[config.mk]
export PLATFORM = sky130hd
export DESIGN_NAME = psram_arbiter
export DESIGN_NICKNAME = d
export VERILOG_FILES = /design/src/rtl/psram_pkg.sv /design/src/rtl/psram_rr_arb.sv /design/src/rtl/psram_arbiter.sv
export SDC_FILE = /design/constraint.sdc
export NUM_CORES = 1
export LEC_CHECK = 0
export BUFFER_PORTS_ARGS = -buffer_cell sky130_fd_sc_hd__buf_2
export CAP_MARGIN = 25
export CORE_ASPECT_RATIO = 0.5
export CORE_MARGIN = 3
export CORE_UTILIZATION = 51
export CTS_BUF_LIST = sky130_fd_sc_hd__clkbuf_16
export CTS_CLUSTER_DIAMETER = 50
export DETAILED_ROUTE_END_ITERATION = 10
export MAX_ROUTING_LAYER = met4
export PLACE_DENSITY = 0.86
export SLEW_MARGIN = 20
export SYNTH_ARGS = -nofsm -noshare
export SYNTH_HDL_FRONTEND = slang
export SYNTH_SLANG_ARGS = --single-unit
[constraint.sdc]
create_clock -name clk -period 6 [get_ports clk]
set_clock_uncertainty 0.2 [all_clocks]
set_input_delay 1.2 -clock clk [delete_from_list [all_inputs] [get_ports clk]]
set_output_delay 1.2 -clock clk [all_outputs]
set_load 0.01 [all_outputs]
[src/rtl/psram_pkg.sv]
// Shared PSRAM definitions: arbiter state encoding, port IDs and the QPI
// command bytes also used by the command engine.
package psram_pkg;

  localparam logic [1:0] ST_IDLE  = 2'd0;
  localparam logic [1:0] ST_ISSUE = 2'd1;
  localparam logic [1:0] ST_WAIT  = 2'd2;
  localparam logic [1:0] ST_GAP   = 2'd3;

  localparam logic PORT_A = 1'b0;
  localparam logic PORT_B = 1'b1;

  localparam logic [7:0] CMD_READ    = 8'hEB;
  localparam logic [7:0] CMD_WRITE   = 8'h02;
  localparam logic [7:0] CMD_RSTEN   = 8'h66;
  localparam logic [7:0] CMD_RST     = 8'h99;
  localparam logic [7:0] CMD_SPI2QPI = 8'h35;

  // On a tie the port that did not win last time is chosen.
  function automatic logic rr_pick(input logic req_a, input logic req_b,
                                   input logic last_grant);
    if (req_a && req_b) return ~last_grant;
    else if (req_a)     return PORT_A;
    else                return PORT_B;
  endfunction

endpackage

[src/rtl/psram_rr_arb.sv]
// Two-way round-robin grant: combinational pick, registered last-grant pointer.
module psram_rr_arb
  import psram_pkg::*;
(
  input  logic clk,
  input  logic rst_n,
  input  logic en,
  input  logic req_a,
  input  logic req_b,
  output logic gnt_valid,
  output logic gnt_port
);

  logic last_grant;

  assign gnt_valid = en & (req_a | req_b);
  assign gnt_port  = rr_pick(req_a, req_b, last_grant);

  // Reset to B so that port A wins the first tie.
  always_ff @(posedge clk or negedge rst_n) begin
    if (!rst_n)         last_grant <= PORT_B;
    else if (gnt_valid) last_grant <= gnt_port;
  end

endmodule

[src/rtl/psram_arbiter.sv]
// Shares the PSRAM command engine between a capture writer (A) and a host
// port (B): latches the granted request, issues it, waits with timeout, gaps.
//   state | meaning
//   IDLE  | waiting for init_done and a request
//   ISSUE | one-cycle mem_start with the latched command
//   WAIT  | command held, waiting for mem_done or timeout
//   GAP   | CE-high spacing before the next grant
module psram_arbiter
  import psram_pkg::*;
#(
  parameter int ADDR_W     = 24,
  parameter int DATA_W     = 16,
  parameter int TIMEOUT    = 1023,
  parameter int GAP_CYCLES = 2
) (
  input  logic              clk,
  input  logic              rst_n,
  input  logic              init_done,
  input  logic              a_req,
  input  logic              a_we,
  input  logic [ADDR_W-1:0] a_addr,
  input  logic [DATA_W-1:0] a_wdata,
  output logic              a_ack,
  output logic [DATA_W-1:0] a_rdata,
  input  logic              b_req,
  input  logic              b_we,
  input  logic [ADDR_W-1:0] b_addr,
  input  logic [DATA_W-1:0] b_wdata,
  output logic              b_ack,
  output logic [DATA_W-1:0] b_rdata,
  output logic              err,
  output logic              timeout_err,
  output logic              busy,
  output logic              mem_start,
  output logic              mem_read,
  output logic              mem_write,
  output logic [ADDR_W-1:0] mem_addr,
  output logic [DATA_W-1:0] mem_wdata,
  input  logic              mem_done,
  input  logic [DATA_W-1:0] mem_rdata
);

  // One timer serves both WAIT and GAP, so it must hold the larger count.
  localparam int TMR_MAX = (TIMEOUT > GAP_CYCLES) ? TIMEOUT : GAP_CYCLES;
  localparam int TMR_W   = $clog2(TMR_MAX + 1);
  localparam logic [TMR_W-1:0] TO_LAST  = TMR_W'(TIMEOUT - 1);
  localparam logic [TMR_W-1:0] GAP_LAST = TMR_W'(GAP_CYCLES - 1);

  logic [1:0]       state;
  logic [TMR_W-1:0] timer;
  logic             cur_port;
  logic             arb_en;
  logic             gnt_valid;
  logic             gnt_port;
  logic             sel_we;
  logic [ADDR_W-1:0] sel_addr;
  logic [DATA_W-1:0] sel_wdata;

  assign arb_en    = (state == ST_IDLE) && init_done;
  assign busy      = (state != ST_IDLE);
  assign sel_we    = (gnt_port == PORT_A) ? a_we    : b_we;
  assign sel_addr  = (gnt_port == PORT_A) ? a_addr  : b_addr;
  assign sel_wdata = (gnt_port == PORT_A) ? a_wdata : b_wdata;

  psram_rr_arb u_arb (
    .clk       (clk),
    .rst_n     (rst_n),
    .en        (arb_en),
    .req_a     (a_req),
    .req_b     (b_req),
    .gnt_valid (gnt_valid),
    .gnt_port  (gnt_port)
  );

  always_ff @(posedge clk or negedge rst_n) begin
    if (!rst_n) begin
      state       <= ST_IDLE;
      timer       <= '0;
      cur_port    <= PORT_A;
      mem_start   <= 1'b0;
      mem_read    <= 1'b0;
      mem_write   <= 1'b0;
      mem_addr    <= '0;
      mem_wdata   <= '0;
      a_ack       <= 1'b0;
      b_ack       <= 1'b0;
      a_rdata     <= '0;
      b_rdata     <= '0;
      err         <= 1'b0;
      timeout_err <= 1'b0;
    end else begin
      mem_start <= 1'b0;
      a_ack     <= 1'b0;
      b_ack     <= 1'b0;
      err       <= 1'b0;
      case (state)
        ST_IDLE: begin
          if (gnt_valid) begin
            cur_port  <= gnt_port;
            mem_addr  <= sel_addr;
            mem_wdata <= sel_wdata;
            mem_read  <= ~sel_we;
            mem_write <= sel_we;
            mem_start <= 1'b1;
            state     <= ST_ISSUE;
          end
        end
        ST_ISSUE: begin
          timer <= '0;
          state <= ST_WAIT;
        end
        ST_WAIT: begin
          // mem_done is tested first so it wins over a same-cycle timeout.
          if (mem_done || timer == TO_LAST) begin
            if (cur_port == PORT_A) a_ack <= 1'b1;
            else                    b_ack <= 1'b1;
            if (mem_done) begin
              if (mem_read && cur_port == PORT_A) a_rdata <= mem_rdata;
              if (mem_read && cur_port == PORT_B) b_rdata <= mem_rdata;
            end else begin
              err         <= 1'b1;
              timeout_err <= 1'b1;
            end
            mem_read  <= 1'b0;
            mem_write <= 1'b0;
            timer     <= '0;
            state     <= ST_GAP;
          end else begin
            timer <= timer + 1'b1;
          end
        end
        ST_GAP: begin
          if (timer == GAP_LAST) state <= ST_IDLE;
          else                   timer <= timer + 1'b1;
        end
        default: state <= ST_IDLE;
      endcase
    end
  end

endmodule

==> results of run 1 <==
-- per-stage QoR --
step                area, um^2  instances  hold WS (ps)  utilization [%]  power, uW
global placement          5131        629         247.9            67.54       1703
global route              5385        645         292.6            70.88       2344
finish                    5385        645         266.4            70.88       2193
CTS                       5385        645         267.3            70.88       2221
detailed placement        5131        629         252.5            67.54       1737
floorplan                 4125        352         261.5                -       1408
-- routing by layer --
layer / up-vias / track usage [%]
li1: 1576 / -
met1: 1532 / 23.01
met2: 82 / 34.66
met3: 24 / 5.000
met4: 0 / 8.096
met5: - / -
-- path summary, 6_finish.rpt --
path,cells after the start,slack (ps),to
setup / recovery,6,3120,mem_wdata[2]$_DFFE_PN0P_
hold / removal,1,270,timeout_err$_DFFE_PN0P_
setup reg to reg,4,3440,a_rdata[9]$_DFFE_PN0P_
hold reg to reg,1,270,timeout_err$_DFFE_PN0P_
max in group asynchronous,2,3910,timer[0]$_DFFE_PN0P_
min in group asynchronous,1,560,mem_addr[6]$_DFFE_PN0P_
-- Yosys cell counts (all sizes together) --
cell	count	share of area, %
a21o	1	0.18
a21oi	1	0.12
a221o	1	0.27
a22o	2	0.42
a22oi	1	0.18
a31o	1	0.21
a31oi	1	0.15
and4	2	0.49
buf	9	1.2
clkbuf	8	0.73
dfrtp	92	56
dfstp	1	0.64
ha	7	2.1
inv	10	0.91
mux2	35	9.6
mux2i	42	10
nand2	49	4.5
nand2b	2	0.30
nand3	3	0.67
nand4	2	0.30
nand4b	1	0.21
nor2	18	1.6
nor2b	2	0.49
nor3	2	0.24
nor3b	3	0.55
nor4	1	0.15
o211ai	1	0.18
o21ai	41	5.0
o21bai	1	0.18
o2bb2ai	1	0.21
o31ai	1	0.18
or2	2	0.30
or3	1	0.15
xnor2	6	1.3
xor2	1	0.21
-- worst max-delay path, cell delays in order --
cell and delay, ps:
buf_2 90, inv_1 60, o21ai_4 690, buf_4 470
mux2i_1 250, o21ai_0 90
-- kinds of logic (layout without fill, tap and decap cells) --
logic type	Yosys count	count (layout)	share of synthesized area, %
adders and majority gates	7	7	2.123
AOI/OAI and AO/OA	53	53	7.280
DFF	93	93	56.45
xor gates and xnor gates	7	7	1.486
muxes	77	77	19.84
buffers and inverters	27	212	2.882
and+or+nand+nor	88	88	9.949
-- sequential cells by signal (all words and copies together) (netlist names) --
signal / flops
b_ack: 1
state: 2
a_rdata: 16
err: 1
mem_write: 1
timeout_err: 1
mem_read: 1
mem_start: 1
timer: 10
cur_port: 1
mem_addr: 24
mem_wdata: 16
u_arb.last_grant: 1
b_rdata: 16
a_ack: 1
-- report_power, final --
part	total, uW	leakage (uW)	switching, uW	internal (uW)
combinational	767	0.00170	416	351
sequential	944	0.00122	110	834
clock	482	0.000145	211	271
-- layout make-up --
| class | count | area, um^2 | share of cell area (%) |
|---|---|---|---|
| tap | 108 | 135.1 | 2.509 |
| clock buffer | 9 | 225.2 | 4.182 |
| multi-input combinational | 232 | 1689 | 31.37 |
| timing repair buffer | 186 | 940.9 | 17.47 |
| sequential | 93 | 2328 | 43.24 |
| clock inverter | 7 | 28.78 | 0.5344 |
| inverter | 10 | 37.54 | 0.6970 |
==> results_dict.tcl, run 1 <==
set metrics [dict create \
    dp_slack_ps 2788 \
    antenna_found_initial 0 \
    min_from "timeout_err$_DFFE_PN0P_" \
    netlist_instances 352 \
    p_per_area_nw_per_um2 407.2 \
    tns_ps 0 \
    cts_num_sinks 93 \
    grt_max_degree 87 \
    ant_nets 0 \
    top_layer "met4" \
    ios 184 \
    syn_nets 463 \
    drt_pass1_iterations 4 \
    cts_tree "done" \
    final_common_cell "buf_2" \
    p_leak_uw 0.003063 \
    hp-class "register to register" \
    drt_iter0_drc 132 \
    setup_ws_ps 3118 \
    max_slew_margin_pct 38.04 \
    setup_violations 0 \
    overflow 0 \
    drv_cap 0 \
    die_x_um 133.2 \
    area_delta_synth_final_pct 30.54 \
    cp-start-kind "input port" \
    hold_violations 0 \
    start_util_pct 54.30 \
    wl_met2_mm 4.709 \
    hold_buffers 0 \
    yosysSeqAreaShare_pct 56.45 \
    grt_pass1_wl_mm 14.77 \
    fin_crit_ps 2882 \
    drive_gt1_share_pct 44.88 \
    post_cts_buffers 0 \
    finalMaxSlewViolations 0 \
    final_cell_mix "buf_2, dfrtp_1, nand2_1" \
    outcome "finished clean" \
    crit_fanout 22 \
    worstSetupEndpointType "register" \
    netlist_area_um2 4125 \
    ys_ff_latch 93 \
    drt-total-wl_mm 9.003 \
    cts.htree.levels 3 \
    die_area_um2 9269 \
    gp_congestion 0.7720 \
    tightest_slew_ps 924.5 \
    cts-resized-gates 0 \
    period_share_pct 48.04 \
    nets 643 \
    ys_types 40 \
    core_um2 7597 \
    clockBufferDepth 2 \
    worstSetupStartpoint "b_req" \
    crit_type "input port to register" \
    grt_usage_pct 20.21 \
    clkTransAtPathRegs_ps 60 \
    dr_wl_met3_um 459 \
    fillers 532 \
    row_count 22 \
    rsz0062_at_grt "no" \
    cp.required_ps 5990 \
    yosys_warnings 0 \
    fmax_mhz 347.0 \
    clk_latency_ps 330 \
    wire_per_inst_um 13.96 \
    avgSynthCellArea_um2 11.72 \
    grt_pass1_vias 3194 \
    port_buffers 183 \
    drcViolationCount 0 \
    die_h_um 69.60 \
    cts_root_buf "clkbuf_16" \
    peakVddDrop_mv 0.2011 \
    worstReg2RegStart "state[0]$_DFFE_PN0P_" \
    arrival_ps 2870 \
    antenna_cells 0 \
    drt-vias-per-instance 4.983 \
    cts_buffers 9 \
    dp_hpwl_mm 6.786 \
    wirelength_met1_mm 3.627 \
    num_vias 3214 \
]
No activity file was read; power rests on OpenSTA's default activity.
==> inputs of run 2 (changes only) <==
- CORE_UTILIZATION: 51 -> 43
- PLACE_DENSITY: 0.86 -> 0.77
- clock period: 6 -> 2.5 ns (I/O delays scaled with it)
==> results_dict.tcl, run 2 (synthesis results as in run 1) <==
set metrics [dict create \
    drt_iter0_drc 109 \
    period_share_pct 83.39 \
    outcome "finished clean" \
    nets 648 \
    antenna_cells 0 \
    gp_congestion 0.8134 \
    fin_crit_ps 2085 \
    cp-start-kind "register" \
    grt_pass1_vias 3136 \
    die_x_um 144.5 \
    r2r-end "state[1]$_DFFE_PN0P_" \
    grt_pass1_wl_mm 15.38 \
    final_cell_mix "buf_2, dfrtp_1, nand2_1" \
    cts-resized-gates 0 \
    worstSetupEndpointType "register" \
    ff2ff_setup_slack_ps 420 \
    fmax_mhz 479.7 \
    dp_slack_ps 427.7 \
    worstReg2RegStart "timer[0]$_DFFE_PN0P_" \
    ios 184 \
    clockBufferDepth 2 \
    tightest_slew_ps 384.0 \
    max_slew_margin_pct 74.40 \
    dp_hpwl_mm 7.470 \
    cts.htree.levels 3 \
    core_um2 9009 \
    grt_usage_pct 18.92 \
    largest_reg_flops 24 \
    die_area_um2 10880 \
    drt-total-wl_mm 9.839 \
    row_count 24 \
    wire_per_inst_um 14.93 \
    cp.required_ps 2520 \
    hold_violations 0 \
    final_core_util_pct 61.71 \
    cts_num_sinks 93 \
    antenna_found_initial 0 \
    cts_root_buf "clkbuf_16" \
    hold_depth 2 \
    top_register "mem_addr" \
    fin_hold_ws_ps 205.8 \
    drv_cap 0 \
    p_per_area_nw_per_um2 1029 \
    min_from "mem_rdata[10]" \
    p_leak_uw 0.003125 \
    drcViolationCount 0 \
    num_vias 3213 \
    peakVddDrop_mv 0.4544 \
    hold_end "a_rdata[10]$_DFFE_PN0P_" \
    crit_fanout 6 \
    drt_pass1_iterations 4 \
    overflow 0 \
    hp-class "input port to register" \
    start_util_pct 45.79 \
    port_buffers 183 \
    drive_gt1_share_pct 46.13 \
    die_h_um 75.26 \
    tns_ps 0 \
    reg2reg_depth 7 \
    area_delta_synth_final_pct 34.76 \
    drt-vias-per-instance 4.876 \
    cts_buffers 9 \
    cts_tree "done" \
    clk_latency_ps 340 \
    arrival_ps 2110 \
    rsz0062_at_grt "no" \
    clkTransAtPathRegs_ps 60 \
    grt_max_degree 86 \
    ant_nets 0 \
    setup_violations 0 \
    crit_type "register to register" \
    final_common_cell "buf_2" \
    finalMaxSlewViolations 0 \
    setup_ws_ps 415.2 \
]
-- run 2: metrics by stage --
stage	cell area [um^2]	power [uW]	instances
floorplan	4125	3379	352
global placement	5210	4153	642
detailed placement	5210	4240	642
CTS	5559	5812	659
global route	5559	6129	659
finish	5559	5723	659
-- run 2: repair_timing --
action                                 in CTS  in global routing
hold buffers                                1                  0
endpoints found under the hold margin      26                  0
buffers inserted                            0                  0
-- run 2: critical path, cell delays in order (launching register included) --
cell	delay, ps
dfrtp_1	440
inv_1	80
ha_1	130
and4_1	250
nand3_4	90
nor2b_4	140
a221o_2	330
mux2_4	300
-- run 2: power breakdown --
part / internal, uW / leakage [uW] / switching (uW)
Combinational: 882 / 0.00173 / 1040
Sequential: 2000 / 0.00122 / 267
Clock: 973 / 0.000169 / 560
Total: 3850 / 0.00312 / 1870
-- run 2: how the worst max path moves through the flow --
stage / from / endpoint / slack, ps
after detailed placement: timer[0]$_DFFE_PN0P_ / state[1]$_DFFE_PN0P_ / 430
after CTS: timer[0]$_DFFE_PN0P_ / state[1]$_DFFE_PN0P_ / 420
after global routing: state[0]$_DFFE_PN0P_ / state[1]$_DFFE_PN0P_ / 300
after global placement: timer[0]$_DFFE_PN0P_ / state[1]$_DFFE_PN0P_ / 480
final: timer[0]$_DFFE_PN0P_ / state[1]$_DFFE_PN0P_ / 420
after floorplan: state[0]$_DFFE_PN0P_ / state[1]$_DFFE_PN0P_ / 460
-- run 2: final cells by class --
class / instances / area (um^2)
fill: 775 / 3450
sequential: 93 / 2328
multi-input combinational: 232 / 1689
timing repair buffer: 191 / 1018
clock buffer: 9 / 225.2
tap: 117 / 146.4
clock inverter: 7 / 113.9
inverter: 10 / 37.54
-- run 2: layer usage --
| metal | GRT usage, % | vias to the layer above | wire [um] |
|---|---|---|---|
| li1 | - | 1582 | - |
| met3 | 4.759 | 11 | 393 |
| met1 | 21.34 | 1559 | 3840 |
| met2 | 33.88 | 61 | 5463 |
| met4 | 5.584 | 0 | 142 |
| met5 | - | - | 0 |
